## config.mk

```make
export PLATFORM = sky130hd
export DESIGN_NAME = regfile_write_arbiter
export DESIGN_NICKNAME = d
export VERILOG_FILES = /design/src/rtl/regfile_write_arbiter.sv
export SDC_FILE = /design/constraint.sdc
export NUM_CORES = 1
export LEC_CHECK = 0
export CORE_ASPECT_RATIO = 1.75
export CORE_MARGIN = 2
export CORE_UTILIZATION = 46
export DETAILED_ROUTE_END_ITERATION = 10
export GPL_TIMING_DRIVEN = 0
export PLACE_DENSITY = 0.75
export REMOVE_ABC_BUFFERS = 1
export SYNTH_ARGS = -nofsm -noshare
export SYNTH_HDL_FRONTEND = slang
export SYNTH_SLANG_ARGS = --single-unit
```

## constraint.sdc

```tcl
create_clock -name clk -period 2.85 [get_ports clk]
set_input_delay 0.4275 -clock clk [delete_from_list [all_inputs] [get_ports clk]]
set_output_delay 0.4275 -clock clk [all_outputs]
set_load 0.01 [all_outputs]
```

## src/rtl/regfile_write_arbiter.sv

```systemverilog
// Register-file write-port arbiter: merges pipeline writeback with a small FIFO of
// long-latency results, tracks pending destinations, and flags hazards and misuse.
module regfile_write_arbiter #(
    parameter int FIFO_DEPTH   = 2,
    parameter int STARVE_LIMIT = 4
) (
    input  logic        clk,
    input  logic        reset,
    input  logic        wb_valid,
    input  logic [4:0]  wb_rd,
    input  logic [31:0] wb_data,
    input  logic        lu_valid,
    output logic        lu_ready,
    input  logic [4:0]  lu_rd,
    input  logic [31:0] lu_data,
    input  logic        iss_valid,
    input  logic [4:0]  iss_rd,
    input  logic [4:0]  q_rs1,
    input  logic [4:0]  q_rs2,
    input  logic [4:0]  q_rd,
    output logic        hazard,
    output logic        stall_req,
    output logic        err,
    output logic        WE3,
    output logic [4:0]  WA3,
    output logic [31:0] WD3
);

    localparam int PTR_W = (FIFO_DEPTH > 1) ? $clog2(FIFO_DEPTH) : 1;
    localparam int CNT_W = PTR_W + 1;
    localparam int STV_W = $clog2(STARVE_LIMIT + 1);
    localparam logic [CNT_W-1:0] DEPTH_C = CNT_W'(FIFO_DEPTH);
    localparam logic [STV_W-1:0] LIMIT_C = STV_W'(STARVE_LIMIT);

    logic [4:0]       mem_rd_q   [FIFO_DEPTH];
    logic [31:0]      mem_data_q [FIFO_DEPTH];
    logic [PTR_W-1:0] wr_ptr_q, wr_ptr_d;
    logic [PTR_W-1:0] rd_ptr_q, rd_ptr_d;
    logic [CNT_W-1:0] count_q, count_d;
    logic [31:0]      pend_q, pend_d;
    logic [STV_W-1:0] starve_q, starve_d;
    logic             stall_q, stall_d;
    logic             err_q, err_d;

    logic [4:0]  head_rd;
    logic [31:0] head_data;
    logic        not_empty;
    logic        wb_grant;
    logic        accept;
    logic        push;
    logic        pop;
    logic        iss_set;

    assign head_rd   = mem_rd_q[rd_ptr_q];
    assign head_data = mem_data_q[rd_ptr_q];
    assign not_empty = (count_q != '0);
    assign wb_grant  = wb_valid && (wb_rd != 5'd0);
    assign iss_set   = iss_valid && (iss_rd != 5'd0);

    // Reset gating keeps the port and handshake quiet for the whole reset pulse.
    assign lu_ready = !reset && (count_q < DEPTH_C);
    assign accept   = lu_valid && lu_ready;
    assign push     = accept && (lu_rd != 5'd0);
    assign pop      = !reset && !wb_grant && not_empty;

    assign hazard    = pend_q[q_rs1] | pend_q[q_rs2] | pend_q[q_rd];
    assign stall_req = stall_q;
    assign err       = err_q;

    // NOTE: every output of a combinational block gets a default first, so no path leaves it unassigned and no latch is inferred.
    always_comb begin
        WE3 = 1'b0;
        WA3 = 5'd0;
        WD3 = 32'd0;
        if (!reset) begin
            if (wb_grant) begin
                WE3 = 1'b1;
                WA3 = wb_rd;
                WD3 = wb_data;
            end else if (not_empty) begin
                WE3 = 1'b1;
                WA3 = head_rd;
                WD3 = head_data;
            end
        end
    end

    always_comb begin
        wr_ptr_d = wr_ptr_q;
        rd_ptr_d = rd_ptr_q;
        count_d  = count_q;
        pend_d   = pend_q;
        starve_d = starve_q;
        err_d    = err_q;

        if (push) wr_ptr_d = wr_ptr_q + PTR_W'(1);
        if (pop)  rd_ptr_d = rd_ptr_q + PTR_W'(1);
        count_d = count_q + CNT_W'(push) - CNT_W'(pop);

        // Clear before set so an issue on the same edge as the retiring write wins.
        if (pop)     pend_d[head_rd] = 1'b0;
        if (iss_set) pend_d[iss_rd]  = 1'b1;
        pend_d[0] = 1'b0;

        if (iss_set && pend_q[iss_rd] && !(pop && (head_rd == iss_rd))) err_d = 1'b1;
        if (push && !pend_q[lu_rd])                                     err_d = 1'b1;
        if (pop && !pend_q[head_rd])                                    err_d = 1'b1;

        if (!not_empty || pop)        starve_d = '0;
        else if (starve_q != LIMIT_C) starve_d = starve_q + STV_W'(1);

        stall_d = (starve_d == LIMIT_C);
    end

    // NOTE: the storage array has no reset; the pointers and count alone decide what is valid, so stale contents are never observed.
    always_ff @(posedge clk) begin
        if (push) begin
            mem_rd_q[wr_ptr_q]   <= lu_rd;
            mem_data_q[wr_ptr_q] <= lu_data;
        end
    end

    // NOTE: state registers use non-blocking assignments only, so every flop samples the pre-edge values.
    always_ff @(posedge clk or posedge reset) begin
        if (reset) begin
            wr_ptr_q <= '0;
            rd_ptr_q <= '0;
            count_q  <= '0;
            pend_q   <= '0;
            starve_q <= '0;
            stall_q  <= 1'b0;
            err_q    <= 1'b0;
        end else begin
            wr_ptr_q <= wr_ptr_d;
            rd_ptr_q <= rd_ptr_d;
            count_q  <= count_d;
            pend_q   <= pend_d;
            starve_q <= starve_d;
            stall_q  <= stall_d;
            err_q    <= err_d;
        end
    end

endmodule

```

==> metrics.md <==
| Metric | Value |
|---|---|
| Critical path, cell by cell | clkdlybuf4s50_1 > or3_4 > a2111o_2 > buf_4 > buf_4 > or3_1 > o21ai_0 > o21ai_0 |
| Placed cells | 829 |
| Slew headroom | 27.74% |
| Routed Antenna Nets | 0 |
| Startpoint types | primary input |
| Cell accounting for the most synthesized area | edfxtp_1 |
| Final min period | 2.801 ns |
| # clock sinks | 114 |
| Die ar. | 15060 µm² |
| I/O pin count | 141 |
| Initial Util | 46.75% |
| Fmax | 357.1 MHz |
| Pins Over Slew Limit | 0 |
| Xor and xnor area share after synthesis | 1.354% |
| GPL Wtd Cong | 1.047 |
| DRC | 0 |
| Core area | 13840 µm² |
| Setup_tns | 0 ns |
| # diodes | 0 |
| Post-synth ARST share | 35.09% |
| Top post-synthesis cells by count | o21ai_0, edfxtp_1, mux2i_1 |
| P&R area growth vs syn | 38.45% |
| Final worst setup slack | 0.04941 ns |
| Gr ovfl total | 0 |
| HP Class | reg -> reg |
| Wirelength per Cell | 23.31 µm |
| Fin crit share | 98.27% |
| Largest net degree at the start of global routing | 42 |
| Warning count from the yosys run | 0 |
| Clock skew | 0.01016 ns |
| Worst vdd ir | 0.5011 mV |
| Crit. End Element | flop |
| Vias | 5524 |
| Clk slew on worst S/H paths | 0.06 ns |
| # setup viols final | 0 |
| Outcome | finished, final reports clean |
| Final core occ | 64.73% |
| Cells after Synth | 539 |
| Number of synthesized flops with an enable pin | 74 |
| Register area share after synthesis | 49.83% |
| Max Cap Viol | 0 |
| Synth Register Bits | 114 |
| First-pass GRT wire length | 31.24 mm |
| Most frequent cell after synthesis | o21ai_0 |
| Simple-gate share of the synthesized area | 8.723% |
| Worst-case reg-to-reg path depth | 7 |
| Mean post-synth cell area | 12.00 µm² |
| Fin. Hold Viols | 0 |
| 1st-iter DRT viols | 317 |
| Site Rows | 57 |
| # H-tree levels | 4 |
| Main synth FF type | edfxtp_1 |
| Hold Crit Depth | 1 |
| Crit Path Category | in -> reg |
| Leak | 3.292 nW |
| Vias in the first global route | 5787 |
| Tot Pwr | 7.187 mW |
| Synthesized area | 6469 µm² |
| Longest Clk Path Bufs | 2 |
| Pwr dens | 802.5 nW/µm² |
| CTS buffer count | 17 |
| Initial antenna violation count | 0 |
| CP max stage cell | a2111o_2 |
| Die X-Extent | 93.64 µm |
| Vias per cell | 6.214 |
| Dominant cells by area after synthesis | edfxtp_1, dfrtp_1, mux4_2 |
| Post-Synth Adder-Cell Area | 0.7737% |
| Least-Margin Pin Slew | 1.082 ns |
| Mux contribution to synthesized area | 22.79% |
| Compound-Gate Fraction of Synth Area | 13.93% |
| # fillers | 1067 |
| Input/output buffers | 140 |
| Final Net Count | 803 |
| Worst Path Required | 3.11 ns |
| Clk_lat worst skew | 0.41 ns |
| Hpwl dp | 13.85 mm |
| Finished Layout Cells | 889 |
| Largest family of logic cells by synthesized area | multiplexers |
| R2r setup slk | 0.36 ns |
| Total GRT Usage | 27.85% |
| CTS Root Cell | clkbuf_16 |
| Synth top area share | 34.35% |
| Max Fanout on Critical Path | 8 |
| CTS tree | yes |
| Largest stage delay on the critical path | 0.52 ns |
| Synth unique cells | 50 |
| Layout cell share with drive strength beyond 1 | 26.54% |
| Setup WS pre-CTS | -0.9217 ns |
| Die H | 160.9 µm |
| Pre-antenna DRT Iters | 5 |
| WP data arrival | 3.06 ns |
| WL final | 20.73 mm |
[cell type report]
class	count	area (µm²)	share of cell area (%)
Clock buffer	17	425.4	4.750
Timing Repair Buffer	171	1650	18.43
Inverter	10	51.30	0.5728
Sequential cell	114	3258	36.38
Clock inverter	14	156.4	1.746
Multi-Input combinational cell	386	3193	35.65
Tap cell	177	221.5	2.473
[cell families (layout without fill, tap and decap cells)]
| kind of cell | after synthesis | after routing |
|---|---|---|
| AO/OA/AOI/OAI | 153 | 155 |
| AND/OR/NAND/NOR | 119 | 119 |
| flip-flops | 114 | 114 |
| multiplexers | 98 | 98 |
| buffers and inverters | 41 | 212 |
| XOR/XNOR | 10 | 10 |
| adder cells (fa/ha/maj) | 4 | 4 |
[layer usage]
layer / vias up / GRT usage (%) / routed length, µm
met1: 2636 / 29.70 / 6756
met2: 359 / 46.44 / 10680
met5: - / 0 / 0
li1: 2436 / - / -
met3: 93 / 7.036 / 1705
met4: 0 / 21.08 / 1583
[sequential cells by signal, summed over array words and instances (netlist names)]
register / cells
mem_data_q: 64
wr_ptr_q: 1
count_q: 2
stall_req: 1
starve_q: 3
mem_rd_q: 10
pend_q: 31
rd_ptr_q: 1
err: 1
[through the flow]
stage | instance area (µm²) | hold WS [ns]
floorplan | 6337 | 0.4681
global route | 8956 | 0.5407
detailed placement | 8075 | 0.5219
global placement | 7960 | 0.4814
finish | 8956 | 0.5380
CTS | 8862 | 0.5348
[worst paths after layout]
path,from,end
max,wb_rd[2],pend_q[15]
min,count_q[1],count_q[1]
max reg2reg,rd_ptr_q,err
min reg2reg,count_q[1],count_q[1]
max in group asynchronous,reset,pend_q[6]
min in group asynchronous,reset,stall_req
[layout by cell type, fill, tap and decap left out, types with 5 or more instances in the layout]
cell and count:
xnor2_1 9, a21oi_1 9, dfrtp_2 25, clkdlybuf4s15_2 7
nor3_1 5, clkbuf_16 20, o22ai_1 6, nand2_1 40
edfxtp_1 74, nor2b_1 5, nand3b_1 5, clkdlybuf4s15_1 7
mux4_2 38, a211oi_1 13, mux2i_1 52, o21ai_0 90
dfrtp_1 14, buf_2 19, a211oi_2 5, inv_1 9
buf_4 20, clkbuf_2 10, a31oi_1 5, clkdlybuf4s50_1 93
nand3_1 8, nor2_1 31
[where the power goes]
group	internal [mW]	leakage, nW	switching [mW]
clock network	1.29	0.272	0.790
logic	1.26	1.90	1.23
registers	2.14	1.12	0.472
total	4.70	3.29	2.49
[repair_timing]
item | CTS | global route
pin swaps | 6 | 2
resized for setup | 163 | 45
gates cloned | 2 | 3
hold buffers | 0 | 0
endpoints found under the setup margin | 72 | 39
buffers inserted | 21 | 3
[worst max-delay path: cells and delay by family]
kind | cells | cell delay (ns)
buffers and inverters | 3 | 0.75
AO/OA/AOI/OAI | 3 | 0.91
AND/OR/NAND/NOR | 2 | 0.96
(Power assumes the default switching activity.)
